### src/rtl/uram_pkg.sv
// Shared definitions for the URAM read path: reader FSM states and the
// URAM read latency that must match the uram_wrapper configuration.
package uram_pkg;

    typedef enum logic [1:0] {
        IDLE  = 2'd0,
        ISSUE = 2'd1,
        DRAIN = 2'd2
    } rd_state_t;

    localparam int URAM_RD_LATENCY = 2;

endpackage : uram_pkg

### src/rtl/uram_rd_fifo.sv
// Small synchronous FIFO that buffers URAM read data ahead of the output
// stream. Head entry is read combinationally; push and pop may coincide.
module uram_rd_fifo #(
    parameter int DEPTH = 4,
    parameter int WIDTH = 65,
    localparam int PTR_W = $clog2(DEPTH),
    localparam int CNT_W = $clog2(DEPTH) + 1
) (
    input  logic             clk_i,
    input  logic             rst_ni,
    input  logic             push_i,
    input  logic [WIDTH-1:0] wdata_i,
    input  logic             pop_i,
    output logic [WIDTH-1:0] rdata_o,
    output logic             empty_o,
    output logic [CNT_W-1:0] count_o
);

    logic [WIDTH-1:0] mem_q [DEPTH];
    logic [PTR_W-1:0] wr_ptr_q;
    logic [PTR_W-1:0] rd_ptr_q;
    logic [CNT_W-1:0] count_q;
    logic             full;

    assign full    = (count_q == CNT_W'(DEPTH));
    assign empty_o = (count_q == '0);
    assign count_o = count_q;
    assign rdata_o = mem_q[rd_ptr_q];

    // Storage array: written on push, never reset.
    // NOTE: the data array carries no reset; only pointers and count are cleared, so it maps to plain RAM/LUTRAM.
    always_ff @(posedge clk_i) begin
        if (push_i) begin
            mem_q[wr_ptr_q] <= wdata_i;
        end
    end

    // Pointers and occupancy; a simultaneous push and pop leaves the count unchanged.
    // NOTE: sequential state uses non-blocking assignments so every register samples pre-edge values.
    always_ff @(posedge clk_i) begin
        if (!rst_ni) begin
            wr_ptr_q <= '0;
            rd_ptr_q <= '0;
            count_q  <= '0;
        end else begin
            if (push_i) begin
                wr_ptr_q <= wr_ptr_q + 1'b1;
            end
            if (pop_i) begin
                rd_ptr_q <= rd_ptr_q + 1'b1;
            end
            case ({push_i, pop_i})
                2'b10:   count_q <= count_q + 1'b1;
                2'b01:   count_q <= count_q - 1'b1;
                default: count_q <= count_q;
            endcase
            // Credit accounting upstream must keep writes away from a full FIFO.
            if (push_i) begin
                assert (!full);
            end
        end
    end

endmodule : uram_rd_fifo

### src/rtl/uram_stream_reader.sv
// Read-side controller for the double-pumped URAM: turns a (base, length)
// command into one URAM read per cycle, absorbs the read latency and streams
// the entries out in address order with o_last on the final one.
module uram_stream_reader
    import uram_pkg::*;
#(
    parameter int DATA_WIDTH = 64,
    parameter int RAM_DEPTH  = 4096,
    parameter int ADDR_WIDTH = $clog2(RAM_DEPTH),
    parameter int RD_LATENCY = URAM_RD_LATENCY,
    parameter int FIFO_DEPTH = 4
) (
    input  logic                  clk2x,
    input  logic                  reset,
    input  logic                  i_cmd_valid,
    output logic                  o_cmd_ready,
    input  logic [ADDR_WIDTH-1:0] i_cmd_base,
    input  logic [ADDR_WIDTH:0]   i_cmd_len,
    output logic                  o_re,
    output logic [ADDR_WIDTH-1:0] o_ra,
    input  logic [DATA_WIDTH-1:0] i_rd,
    output logic                  o_valid,
    input  logic                  i_ready,
    output logic [DATA_WIDTH-1:0] o_data,
    output logic                  o_last,
    output logic                  o_busy
);

    localparam int LEN_W = ADDR_WIDTH + 1;
    localparam int CNT_W = $clog2(FIFO_DEPTH) + 1;
    localparam int INF_W = RD_LATENCY + 1;
    localparam int SUM_W = INF_W + CNT_W;

    rd_state_t             state_q;
    logic [ADDR_WIDTH-1:0] ra_q;
    logic [LEN_W-1:0]      remain_q;
    logic                  cmd_ready_q;
    logic [RD_LATENCY-1:0] vld_sr_q;
    logic [RD_LATENCY-1:0] last_sr_q;

    logic                  cmd_fire;
    logic                  credit_ok;
    logic                  re;
    logic                  pop;
    logic                  fifo_empty;
    logic [CNT_W-1:0]      fifo_count;
    logic [DATA_WIDTH:0]   fifo_head;
    logic [INF_W-1:0]      inflight;
    logic [SUM_W-1:0]      credit_sum;
    logic [ADDR_WIDTH-1:0] ra_next;

    assign cmd_fire   = i_cmd_valid && cmd_ready_q;
    assign credit_sum = SUM_W'(inflight) + SUM_W'(fifo_count);
    assign credit_ok  = credit_sum < SUM_W'(FIFO_DEPTH);
    assign re         = (state_q == ISSUE) && credit_ok;
    assign pop        = o_valid && i_ready;
    assign ra_next    = (ra_q == ADDR_WIDTH'(RAM_DEPTH - 1)) ? '0 : ra_q + 1'b1;

    assign o_cmd_ready = cmd_ready_q;
    assign o_re        = re;
    assign o_ra        = ra_q;
    assign o_busy      = (state_q != IDLE);
    assign o_valid     = !fifo_empty;
    assign o_data      = o_valid ? fifo_head[DATA_WIDTH-1:0] : '0;
    assign o_last      = o_valid && fifo_head[DATA_WIDTH];

    // Count reads still travelling through the URAM pipeline.
    // NOTE: the default assignment ahead of the loop keeps this purely combinational (no latch).
    always_comb begin
        inflight = '0;
        for (int i = 0; i < RD_LATENCY; i++) begin
            inflight = inflight + INF_W'(vld_sr_q[i]);
        end
    end

    // Command FSM with the address and remaining-count registers.
    always_ff @(posedge clk2x) begin
        if (!reset) begin
            state_q     <= IDLE;
            ra_q        <= '0;
            remain_q    <= '0;
            cmd_ready_q <= 1'b0;
        end else begin
            case (state_q)
                IDLE: begin
                    cmd_ready_q <= 1'b1;
                    if (cmd_fire) begin
                        ra_q     <= i_cmd_base;
                        remain_q <= i_cmd_len;
                        if (i_cmd_len != '0) begin
                            state_q     <= ISSUE;
                            cmd_ready_q <= 1'b0;
                        end
                    end
                end
                ISSUE: begin
                    if (re) begin
                        ra_q     <= ra_next;
                        remain_q <= remain_q - 1'b1;
                        if (remain_q == LEN_W'(1)) begin
                            state_q <= DRAIN;
                        end
                    end
                end
                DRAIN: begin
                    if (pop && fifo_head[DATA_WIDTH]) begin
                        state_q     <= IDLE;
                        cmd_ready_q <= 1'b1;
                    end
                end
                default: begin
                    state_q     <= IDLE;
                    cmd_ready_q <= 1'b0;
                end
            endcase
        end
    end

    // Valid and last bits follow each read through the fixed URAM latency.
    always_ff @(posedge clk2x) begin
        if (!reset) begin
            vld_sr_q  <= '0;
            last_sr_q <= '0;
        end else begin
            vld_sr_q[0]  <= re;
            last_sr_q[0] <= re && (remain_q == LEN_W'(1));
            for (int i = 1; i < RD_LATENCY; i++) begin
                vld_sr_q[i]  <= vld_sr_q[i-1];
                last_sr_q[i] <= last_sr_q[i-1];
            end
        end
    end

    uram_rd_fifo #(
        .DEPTH (FIFO_DEPTH),
        .WIDTH (DATA_WIDTH + 1)
    ) u_fifo (
        .clk_i   (clk2x),
        .rst_ni  (reset),
        .push_i  (vld_sr_q[RD_LATENCY-1]),
        .wdata_i ({last_sr_q[RD_LATENCY-1], i_rd}),
        .pop_i   (pop),
        .rdata_o (fifo_head),
        .empty_o (fifo_empty),
        .count_o (fifo_count)
    );

endmodule : uram_stream_reader

### config.mk
export PLATFORM = sky130hd
export DESIGN_NAME = uram_stream_reader
export DESIGN_NICKNAME = d
export VERILOG_FILES = /design/src/rtl/uram_pkg.sv /design/src/rtl/uram_rd_fifo.sv /design/src/rtl/uram_stream_reader.sv
export SDC_FILE = /design/constraint.sdc
export NUM_CORES = 1
export LEC_CHECK = 0
export ABC_AREA = 1
export BUFFER_PORTS_ARGS = -buffer_cell sky130_fd_sc_hd__clkbuf_2
export CAP_MARGIN = 20
export CORE_UTILIZATION = 49
export CTS_CLUSTER_DIAMETER = 200
export DETAILED_ROUTE_END_ITERATION = 6
export PLACE_DENSITY = 0.73
export SYNTH_ARGS = -nofsm -noshare
export SYNTH_HDL_FRONTEND = slang
export SYNTH_SLANG_ARGS = --single-unit
export TNS_END_PERCENT = 10
### constraint.sdc
create_clock -name clk2x -period 2.2 [get_ports clk2x]
set_input_delay 0 -clock clk2x [delete_from_list [all_inputs] [get_ports clk2x]]
set_output_delay 0 -clock clk2x [all_outputs]
set_load 0.1 [all_outputs]
==> impl_results.md <==
- Die footprint: 25900 sq um
- Core Area: 24500 sq um
- Starting density of the core: 50.4%
- F_max: 480 MHz
- Final Util: 68.4%
- Drt first-iter violations: 635
- Synth Register Bits: 301
- CTS Buf Count: 29
- Clk_skew: 0.0106 ns
- Max-slew violations: 0
- DR top layer: met4
- I/O pins: 174
- Total gr overflow: 0
- CP Buf/Inv Count: 3
- Run status: finished clean
- CP Data Required Time: 2.20 ns
- Worst slew pin tran: 0.570 ns
- Worst setup SP type: flop
- Layout cells sized above 1: 23.0%
- CTS tree: yes
- Largest net degree at the start of global routing: 131
- # H-tree levels: 1
- Filler cells: 1747
- Clock insertion delay at the later pin of the skew report: 0.54 ns
- Input/output buffers: 173
- # setup viols final: 0
- HP Class: in2reg
- GRT Overall Usage: 22.3%
- Multi-input logic area: 3550 sq um
- Area grow syn2layout: 35.7%
- Via density: 5.29
- Critical path, cell by cell: nor2_1 > nand2_2 > inv_4 > buf_4 > a21oi_2 > buf_12
- WL met2: 15000 microns
- Crit path largest cell delay: 0.37 ns
- Design area: 16800 sq um
- Dpl cells: 1598
- Power density over the cells: 1350 nW/um^2
- Crit path kind: reg2out
- Die X: 161 microns
- Routed len/inst: 16.8 microns
- Worst path arrival time: 2.08 ns
- Static Leak: 6.16 nW
- Hold Vio Cnt, Final: 0
- CP Capture Type: output pin
- First-pass GRT wire length: 45800 microns
- Routed Antenna Nets: 0
- Row cnt: 57
- Fin cells: 1744
- Crit path max fanout: 22
- RSZ-0062 raised after global routing: false
- Max clock buf depth: 3
- Final period util: 94.8%
- Drt pass-1 iters: 5
- Initial antenna violation count: 1
- Mapped Area: 12400 sq um
- CP startpoint: u_fifo.count_o[0]
- Post-place instance area: 15000 sq um
- Residual DRC: 0
- Max Cap Viol: 0
- Yosys cell types: 32
- Relative slew slack: 62.0%
- Min cycle time layout: 2.08 ns
- Post-DP HPWL: 16700 microns
- RePlAce Congestion: 0.898
- WHS: 0.0370 ns
- Vias in the first global route: 9050
- Sequential area share after synthesis: 69.8%
- Routed wl met3: 1880 microns
- FF-to-FF Start: u_fifo.count_o[1]
- Slowest-stage cell, CP: inv_4
- CTS Sinks: 301
- Nets: 1501
- Hold path start: i_cmd_valid
- Via Count: 9218
- Drt total wl: 29300 microns
- Syn Nets: 1241
- Setup Buffers After CTS: 0
- Post-Syn Instances: 1137
- Root Buffer Master: clkbuf_16
- VDD IR-drop max: 1.21 mV
- Storage element area: 8630 sq um
- Clock transition at the registers of the reported paths: 0.06 ns
- Avg Inst Size Synth: 10.9 sq um
- Top delay family on crit path: buffers and inverters
- M1 wire length: 12000 microns
- YS warnings: 0
- DIE HEIGHT: 161 microns
[kinds of logic (layout without fill, tap and decap cells)]
group                    after synthesis  count (layout)  share of synthesized area, %
AND/OR/NAND/NOR                      426             426                          13.3
flip-flops                           301             301                          69.8
AO/OA/AOI/OAI                        289             289                          11.9
buffers and inverters                109             391                          3.72
adder cells (fa/ha/maj)               11              11                          1.17
XOR/XNOR                               1               1                        0.0708
other                                  0               1                             0
[repair_timing]
item	in CTS	in global routing
pin swaps	2	0
hold buffers	91	0
setup endpoints to repair	14	61
resized for setup	3	1
gates cloned	0	1
endpoints found under the hold margin	295	0
[where the power goes]
part	total (mW)	switching [mW]	internal [mW]
Combinational	11.2	7.86	3.36
Clock	4.54	2.01	2.53
Sequential	6.86	0.294	6.57
[area by class of cell]
type | instances | area share (%)
clock buffers | 34 | 4.44
well taps | 324 | 2.42
repair buffers | 290 | 18.6
flip-flops and latches | 301 | 51.5
inverters | 48 | 1.13
multi-input cells | 727 | 21.2
diodes | 1 | 0.0149
clock inverters | 19 | 0.723
[metrics by stage]
stage	setup TNS (ns)	worst slack [ns]	total power [mW]
after floorplan	-21.79	-0.120	14.5
after detailed placement	0	0.321	18.0
final	0	0.115	22.6
after global placement	0	0.379	17.8
after global routing	0	0.00174	23.6
after CTS	-0.0216	-0.0174	22.6
[flip-flops by register name (all words and copies together) (netlist names), named ones only]
register / flops
u_fifo.mem_q: 260
u_fifo.rd_ptr_q: 2
vld_sr_q: 2
remain_q: 13
u_fifo.wr_ptr_q: 2
last_sr_q: 2
o_cmd_ready: 1
o_ra: 12
u_fifo.count_o: 3
state_q: 2
[cell usage after synthesis]
master	n	share of area, %
nor3_2	1	0.081
o21ai_0	161	6.5
buf_6	2	0.18
o21ai_1	4	0.16
o21ai_2	1	0.071
a31oi_1	1	0.051
nand2_1	88	2.7
clkbuf_1	23	0.70
nor3_1	2	0.081
inv_1	43	1.3
nor2_1	312	9.5
xor2_1	1	0.071
buf_4	3	0.18
or2_1	1	0.051
ha_1	10	1.0
nand3b_1	1	0.061
dfxtp_1	41	6.6
a211oi_1	1	0.061
fa_1	1	0.16
nand3_1	17	0.69
nor4_1	1	0.051
buf_2	20	0.81
o211ai_1	5	0.30
inv_2	5	0.15
buf_1	13	0.39
nand3_2	1	0.081
nor2_2	1	0.051
edfxtp_1	260	63
o21bai_1	1	0.061
o31ai_1	2	0.12
a21oi_1	113	4.6
nand4_1	1	0.051
[path summary, 6_finish.rpt]
kind,depth (start not counted),slack (ns),endpoint
setup / recovery,6,0.12,o_data[58]
hold / removal,7,0.04,state_q[0]
setup reg to reg,9,0.29,u_fifo.count_o[2]
hold reg to reg,2,0.44,last_sr_q[1]
[worst reg2reg max path: cells and delay by family, from the launching register on]
| kind | cells | cell delay [ns] |
|---|---|---|
| AOI/OAI and AO/OA | 5 | 0.71 |
| adders and majority gates | 2 | 0.56 |
| buffers and inverters | 2 | 0.18 |
| DFF | 1 | 0.36 |
[routing by layer]
| metal | track usage [%] | up-vias |
|---|---|---|
| li1 | - | 4471 |
| met2 | 39.7 | 314 |
| met3 | 3.46 | 40 |
| met4 | 5.92 | 0 |
| met1 | 28.3 | 4393 |
| met5 | 0 | - |
[placed cells by master (no fill, tap or decap), types with 10 or more instances in the layout]
| cell type | synthesis | layout |
|---|---|---|
| a21oi_1 | 113 | 49 |
| a21oi_2 | 0 | 60 |
| buf_12 | 0 | 76 |
| buf_4 | 3 | 14 |
| clkbuf_16 | 0 | 30 |
| clkbuf_2 | 0 | 107 |
| clkinv_2 | 0 | 16 |
| dfxtp_1 | 41 | 39 |
| dlygate4sd3_1 | 0 | 91 |
| edfxtp_1 | 260 | 260 |
| ha_1 | 10 | 10 |
| inv_1 | 43 | 37 |
| nand2_1 | 88 | 87 |
| nand3_1 | 17 | 17 |
| nor2_1 | 312 | 310 |
| o21ai_0 | 161 | 159 |
Note: power is estimated with default switching activity, not from simulation.
